[src/rtl/mem_port_sched.sv]
// Arbitrates one single-ported memory between instruction fetch and the MEM stage,
// sequencing the req/gnt/rvalid handshake and handling byte/half lanes.
module mem_port_sched #(
  parameter int unsigned AW         = 32,
  parameter int unsigned MAX_STREAK = 4
) (
  input  logic          i_clk,
  input  logic          i_rst_n,
  input  logic          i_if_req,
  input  logic [AW-1:0] i_if_addr,
  output logic          o_if_done,
  output logic [31:0]   o_if_rdata,
  output logic          o_if_stall,
  input  logic          i_mem_read,
  input  logic          i_mem_write,
  input  logic [1:0]    i_mem_size,
  input  logic [AW-1:0] i_mem_addr,
  input  logic [31:0]   i_mem_wdata,
  output logic          o_mem_done,
  output logic [31:0]   o_mem_rdata,
  output logic          o_mem_stall,
  output logic          o_ram_req,
  output logic          o_ram_we,
  output logic [AW-1:0] o_ram_addr,
  output logic [31:0]   o_ram_wdata,
  output logic [3:0]    o_ram_be,
  input  logic          i_ram_gnt,
  input  logic          i_ram_rvalid,
  input  logic [31:0]   i_ram_rdata
);

  localparam int unsigned SW = (MAX_STREAK < 2) ? 1 : $clog2(MAX_STREAK + 1);
  localparam logic [AW-1:0] WORD_MASK = ~AW'(3);

  typedef enum logic [1:0] {S_IDLE, S_REQ, S_WAIT} state_t;

  state_t        state_q, state_d;
  logic          owner_mem_q;
  logic [SW-1:0] streak_q;
  logic [1:0]    lane_q;
  logic [1:0]    size_q;

  logic          mem_pend_c, grant_mem_c, grant_if_c;
  logic [3:0]    be_c;
  logic [31:0]   wdata_c, load_c;

  logic          if_done_d, mem_done_d, ram_req_d, ram_we_d;
  logic [31:0]   if_rdata_d, mem_rdata_d, ram_wdata_d;
  logic [AW-1:0] ram_addr_d;
  logic [3:0]    ram_be_d;

  assign o_if_stall  = i_if_req & ~o_if_done;
  assign o_mem_stall = (i_mem_read | i_mem_write) & ~o_mem_done;

  // MEM has priority until it has won MAX_STREAK times in a row over a waiting IF
  assign mem_pend_c  = i_mem_read | i_mem_write;
  assign grant_mem_c = mem_pend_c & (~i_if_req | (streak_q < SW'(MAX_STREAK)));
  assign grant_if_c  = ~grant_mem_c & i_if_req;

  // Store lane placement; loads always read the full word
  always_comb begin
    be_c    = 4'b1111;
    wdata_c = i_mem_wdata;
    case (i_mem_size)
      2'b10: begin
        wdata_c = {4{i_mem_wdata[7:0]}};
        if (i_mem_write) be_c = 4'b0001 << i_mem_addr[1:0];
      end
      2'b01: begin
        wdata_c = {2{i_mem_wdata[15:0]}};
        if (i_mem_write) be_c = i_mem_addr[1] ? 4'b1100 : 4'b0011;
      end
      default: ;
    endcase
  end

  // Load lane extraction, zero-extended
  always_comb begin
    load_c = i_ram_rdata;
    case (size_q)
      2'b10: begin
        case (lane_q)
          2'd0:    load_c = {24'b0, i_ram_rdata[7:0]};
          2'd1:    load_c = {24'b0, i_ram_rdata[15:8]};
          2'd2:    load_c = {24'b0, i_ram_rdata[23:16]};
          default: load_c = {24'b0, i_ram_rdata[31:24]};
        endcase
      end
      2'b01:   load_c = lane_q[1] ? {16'b0, i_ram_rdata[31:16]} : {16'b0, i_ram_rdata[15:0]};
      default: ;
    endcase
  end

  always_ff @(posedge i_clk) begin
    if (!i_rst_n) begin
      state_q     <= S_IDLE;
      owner_mem_q <= 1'b0;
      streak_q    <= '0;
      lane_q      <= 2'b00;
      size_q      <= 2'b00;
    end else begin
      state_q <= state_d;
      if (state_q == S_IDLE && grant_mem_c) begin
        owner_mem_q <= 1'b1;
        lane_q      <= i_mem_addr[1:0];
        size_q      <= i_mem_size;
        if (streak_q < SW'(MAX_STREAK)) streak_q <= streak_q + SW'(1);
      end else if (state_q == S_IDLE && grant_if_c) begin
        owner_mem_q <= 1'b0;
        lane_q      <= 2'b00;
        size_q      <= 2'b00;
        streak_q    <= '0;
      end
    end
  end

  always_comb begin
    state_d = state_q;
    case (state_q)
      S_IDLE:  if (grant_mem_c || grant_if_c) state_d = S_REQ;
      S_REQ:   if (i_ram_gnt) state_d = S_WAIT;
      S_WAIT:  if (i_ram_rvalid) state_d = S_IDLE;
      default: state_d = S_IDLE;
    endcase
  end

  always_comb begin
    if_done_d   = 1'b0;
    mem_done_d  = 1'b0;
    if_rdata_d  = o_if_rdata;
    mem_rdata_d = o_mem_rdata;
    ram_req_d   = (state_d == S_REQ);
    ram_we_d    = o_ram_we;
    ram_addr_d  = o_ram_addr;
    ram_wdata_d = o_ram_wdata;
    ram_be_d    = o_ram_be;
    if (state_q == S_IDLE && grant_mem_c) begin
      ram_we_d    = i_mem_write;
      ram_addr_d  = i_mem_addr & WORD_MASK;
      ram_wdata_d = wdata_c;
      ram_be_d    = be_c;
    end else if (state_q == S_IDLE && grant_if_c) begin
      ram_we_d    = 1'b0;
      ram_addr_d  = i_if_addr & WORD_MASK;
      ram_wdata_d = 32'h0;
      ram_be_d    = 4'b1111;
    end
    if (state_q == S_WAIT && i_ram_rvalid) begin
      if (owner_mem_q) begin
        mem_done_d  = 1'b1;
        mem_rdata_d = load_c;
      end else begin
        if_done_d  = 1'b1;
        if_rdata_d = i_ram_rdata;
      end
    end
  end

  always_ff @(posedge i_clk) begin
    if (!i_rst_n) begin
      o_if_done   <= 1'b0;
      o_if_rdata  <= 32'h0;
      o_mem_done  <= 1'b0;
      o_mem_rdata <= 32'h0;
      o_ram_req   <= 1'b0;
      o_ram_we    <= 1'b0;
      o_ram_addr  <= '0;
      o_ram_wdata <= 32'h0;
      o_ram_be    <= 4'b0000;
    end else begin
      o_if_done   <= if_done_d;
      o_if_rdata  <= if_rdata_d;
      o_mem_done  <= mem_done_d;
      o_mem_rdata <= mem_rdata_d;
      o_ram_req   <= ram_req_d;
      o_ram_we    <= ram_we_d;
      o_ram_addr  <= ram_addr_d;
      o_ram_wdata <= ram_wdata_d;
      o_ram_be    <= ram_be_d;
    end
  end

endmodule

[config.mk]
export PLATFORM = sky130hd
export DESIGN_NAME = mem_port_sched
export DESIGN_NICKNAME = d
export VERILOG_FILES = /design/src/rtl/mem_port_sched.sv
export SDC_FILE = /design/constraint.sdc
export NUM_CORES = 1
export LEC_CHECK = 0
export CORE_AREA = 2 2 131 133
export CTS_CLUSTER_DIAMETER = 40
export DETAILED_ROUTE_END_ITERATION = 8
export DIE_AREA = 0 0 133 135
export PLACE_DENSITY = 0.77
export SLEW_MARGIN = 10
export SYNTH_ARGS = -nofsm -noshare
export SYNTH_HDL_FRONTEND = slang
export SYNTH_SLANG_ARGS = --single-unit
[constraint.sdc]
create_clock -name i_clk -period 1.58 [get_ports i_clk]
set_input_delay 0.158 -clock i_clk [delete_from_list [all_inputs] [get_ports i_clk]]
set_output_delay 0.158 -clock i_clk [all_outputs]
set_load 0.01 [all_outputs]
## Word-level counts from Yosys, hierarchy flattened

Cells that the tools add are included.

- Mux-type cells: 29
- Reduce and logical (&&, ||, !) cells: 11
- Bitwise operators: 11
- Shift-type cells: 1
- Add/subtract/negate cells: 1
- Order comparisons: 1
- Eq/ne operators: 10

Operator list:

| kind | count |
|---|---|
| $mux W32 | 4 |
| $pmux W32 S2 | 2 |
| $pmux W8 S3 | 1 |
| $mux W4 | 5 |
| $mux W16 | 1 |
| $mux W2 | 6 |
| $eq A2 B1 Y1 const B | 5 |
| $mux W3 | 3 |
| $eq A2 B2 Y1 const B | 4 |
| $pmux W4 S2 | 1 |
| $reduce_and A2 Y1 | 4 |
| $pmux W2 S3 | 1 |
| $mux W1 | 5 |
| $not A1 Y1 | 5 |
| $and A1 B1 Y1 | 4 |
| $logic_not A2 Y1 | 2 |
| $shl A1 B2 Y4 const A | 1 |
| $add A3 B1 Y3 const B | 1 |
| $logic_and A1 B1 Y1 | 3 |
| $lt A3 B3 Y1 const B | 1 |
| $ne A2 B1 Y1 const B | 1 |
| $or A1 B1 Y1 | 2 |
| $reduce_bool A2 Y1 | 1 |
| $logic_or A1 B1 Y1 | 1 |

- Word-level logic and storage cells: 78
- Input bits: 137
- Bits in registers: 144
- Output and inout bits: 138

## Logic depth before layout (Yosys ltp)

- Depth in word-level cells: 9
- Depth in mapped cells: 8
- Depth with buffers taken out: 6

## Worst setup path before layout

OpenSTA, ideal clock, no wires.

- Path type: reg2reg
- From: reg size_q[0]
- To: reg o_mem_rdata[22]
- Cell stages (with the launch flop): 8
- Path buffers: 2
- Library setup time: 0.059 ns
- Required time: 1.521 ns
- Slack: -0.030 ns
- Clock period less this slack: 1.610 ns
- Data arrival time: 1.551 ns
- Cells stage by stage: dfxtp_1 > inv_1 > ha_1 > buf_2 > inv_1 > nor3b_2 > buf_2 > a22o_1

- Word-level cells in the longest chain between the ends: 2
- Elaborated cells on any way between the ends: 3
- Classes of those cells: 2 x eq/ne; 1 x mux

Ends and longest elaborated chain:

| item | line | RTL |
|---|---|---|
| from (decl) | 41 | `logic [1:0] size_q;` |
| from (signal assigned) | 106 | `size_q <= i_mem_size;` |
| $eq A2 B1 Y1 / $eq A2 B2 Y1 (equally long branches) | 80 | `case (size_q)` |
| $pmux W32 S2 * | 80 |  |
| to (signal assigned) | 174 | `o_mem_rdata <= mem_rdata_d;` |
| to (decl) | 20 | `output logic [31:0] o_mem_rdata,` |

Every way passes the cells marked *; elsewhere a longest branch is shown, timed or not.
A chain may end at the register's enable or synchronous reset.

## Worst setup path in the final report

- From: reg size_q[0]
- To: reg o_mem_rdata[6]

Same word-level chain as after synthesis.

==> impl_results.md <==
* Setup ws final at -7.09 ps
* GR Util met1 at 0.291
* Failing checks: setup timing
* Largest net degree at the start of global routing at 53
* Die ar. at 18000 sq um
* Synth Instances at 731
* Total iterations of the first detailed-routing run at 5
* CP Launch Type: register
* Min cycle time layout at 1590 ps
* Initial antenna violation count at 2
* Number of cell rows at 47
* ANT nets after route at 0
* Clk_lat worst skew at 420 ps
* I/O Buffers at 270
* Core Box Area at 16400 sq um
* Status: finished, violations left
* Count of final setup violators at 1
* Global-route wire length before repair at 33.9 mm
* Synthesis-to-finish area growth at 64.7%
* CP arrival at 1880 ps
* Vias per inst at 5.21
* Layout Cells excl Fill at 1254
* GRT Overall Usage at 0.240
* Crit. End Element: register
* Clock root buffer: clkbuf_16
* Met3 usage at 0.0732
* Synthesized flop and latch total at 144
* # clock sinks at 144
* Final Cycle Share at 1.00
* Die Span Y at 135 um
* Die width at 133 um
* Via count at 6535
* Footprint of the multi-input gates at 3070 sq um
* Most common cell after layout, fill and taps aside: clkdlybuf4s50_1
* Reg area at 2880 sq um
* Fmax at 630 MHz
* Area after DPL at 9470 sq um
* # H-tree levels at 4
* FF-to-FF setup slack at -7 ps
* Drt drc at 0
* Synth warn at 0
* Total clock buffers created by CTS at 17
* Wire per inst at 17.2 um
* Synth Flop Type: dfxtp_1
* Async set-reset flop share out of synthesis at 0
* Design area at 10200 sq um
* Setup CP Type: reg2reg
* Starting Density at 0.377
* Setup TNS at -7.09 ps
* Total power at 10.4 mW
* Share of layout cells above drive strength 1 at 0.132
* Final Hold Viols at 0
* Post-detail-place hpwl at 15.8 mm
* Mean Syn Cell Area at 8.47 sq um
* Worst Hold Class: in2reg
* Iter 0 DRT Violations at 532
* Leakage power at 3.84 nW
* Area of the mapped netlist at 6190 sq um
* Met2 Usage GRT at 0.404
* Most frequent cells in the layout: 265 x clkdlybuf4s50_1, 143 x dfxtp_1, 131 x nand2_1
* Gpl congestion at 0.825
* Max cap viols at 0
* Final WL at 21.5 mm
* Fin nets at 1162
* TritonCTS clock tree: built
* Fin util at 0.621
* Max IR drop VDD at 0.803 mV
* Post-synth cell types at 50
* Vias in the first global route at 6329
* GR peak layer: met2
* CTS max path bufs at 2
* IO Pins at 275
* Final slew viol count at 0
* Clk slew on worst S/H paths at 60 ps
* Grt ovf at 0
* PwrDens at 1020 nW/um^2
* Placed Cells at 1219
* Crit-path max FO at 6
* CP required at 1880 ps
* Post-synth EDFFs at 0
* Fillcell total at 1410
* Skew final at 8.08 ps
* Register area share after synthesis at 0.466
-- power by group --
part	switching [mW]	leakage (nW)	total [mW]	internal (mW)
combinational	1.10	2.38	2.30	1.21
sequential	0.138	1.18	4.02	3.88
clock	1.55	0.285	4.04	2.49
total	2.79	3.84	10.4	7.58
-- repair_timing --
action,CTS,global route
gates resized for setup,3,20
endpoints found under the setup margin,9,26
setup buffers,0,2
pin swaps,0,3
hold buffers,0,0
-- final timing paths --
kind | from | end | depth (start not counted)
setup / recovery | size_q[0] | o_mem_rdata[6] | 7
hold / removal | i_rst_n | o_mem_rdata[11] | 3
setup reg to reg | size_q[0] | o_mem_rdata[6] | 7
hold reg to reg | o_if_rdata[12] | o_if_rdata[12] | 2
-- through the flow --
step | setup WS, ps | hold WS, ps
2_1_floorplan | 2.52 | 283
3_3_place_gp | -174 | 442
3_5_place_dp | -227 | 446
4_1_cts | 1.79 | 106
5_1_grt | -64.3 | 125
6_report | -7.09 | 123
-- flip-flops by register name, summed over array words and instances, names as in the netlist, 3 cells and up --
signal	cells
o_ram_addr	30
o_mem_rdata	32
o_if_rdata	32
streak_q	3
o_ram_be	4
o_ram_wdata	32
-- kinds of logic after synthesis --
family                     Yosys count  share of synthesized area
and+or+nand+nor                    208                      0.152
DFF                                144                      0.466
AOI/OAI and AO/OA                  291                      0.297
muxes                                9                     0.0160
buffers and inverters               73                     0.0584
adders and majority gates            5                     0.0101
other                                1                   0.000606
-- per-layer routing --
layer  wire length [um]  up-vias
met1               8840     3056
met5                 13        -
met3               1830       32
met2              10400      290
met4                479        2
li1                   -     3155
-- cell usage after synthesis, types with 2 or more instances --
| library cell | count | area (sq um) |
|---|---|---|
| nor3b_2 | 2 | 25.0 |
| buf_6 | 5 | 56.3 |
| a21boi_0 | 5 | 37.5 |
| ha_1 | 5 | 62.6 |
| mux2_2 | 7 | 78.8 |
| nor2_1 | 17 | 63.8 |
| dfxtp_1 | 144 | 2880 |
| clkbuf_1 | 32 | 120 |
| a221o_1 | 8 | 80.1 |
| a21boi_1 | 30 | 225 |
| o22ai_1 | 2 | 12.5 |
| nor3_1 | 2 | 10.0 |
| o21ai_0 | 93 | 465 |
| a22o_1 | 16 | 140 |
| buf_2 | 18 | 90.1 |
| mux2i_1 | 2 | 20.0 |
| a22oi_1 | 19 | 143 |
| o2bb2ai_1 | 6 | 52.6 |
| a21oi_1 | 62 | 310 |
| inv_1 | 9 | 33.8 |
| a21oi_2 | 10 | 87.6 |
| and2_1 | 4 | 25.0 |
| nand2_1 | 131 | 492 |
| a221oi_1 | 14 | 123 |
| nand3_1 | 18 | 90.1 |
| buf_4 | 7 | 52.6 |
| o21a_1 | 2 | 15.0 |
| nor2b_1 | 23 | 144 |
| o21ai_1 | 17 | 85.1 |
-- critical path, stage by stage (launching register included) --
cell	delay (ps)
dfxtp_1	330
inv_1	90
ha_4	270
buf_4	140
nor2_1	50
buf_4	160
a221oi_1	300
a21oi_1	130
-- final cells by class --
| type | count | share of cell area |
|---|---|---|
| diodes | 1 | 0.000245 |
| clock buffers | 23 | 0.0479 |
| clock inverters | 9 | 0.0104 |
| inverters | 9 | 0.00331 |
| multi-input cells | 515 | 0.301 |
| flip-flops and latches | 144 | 0.283 |
| well taps | 220 | 0.0270 |
| repair buffers | 333 | 0.327 |
Power figures use the tool's default switching activity.
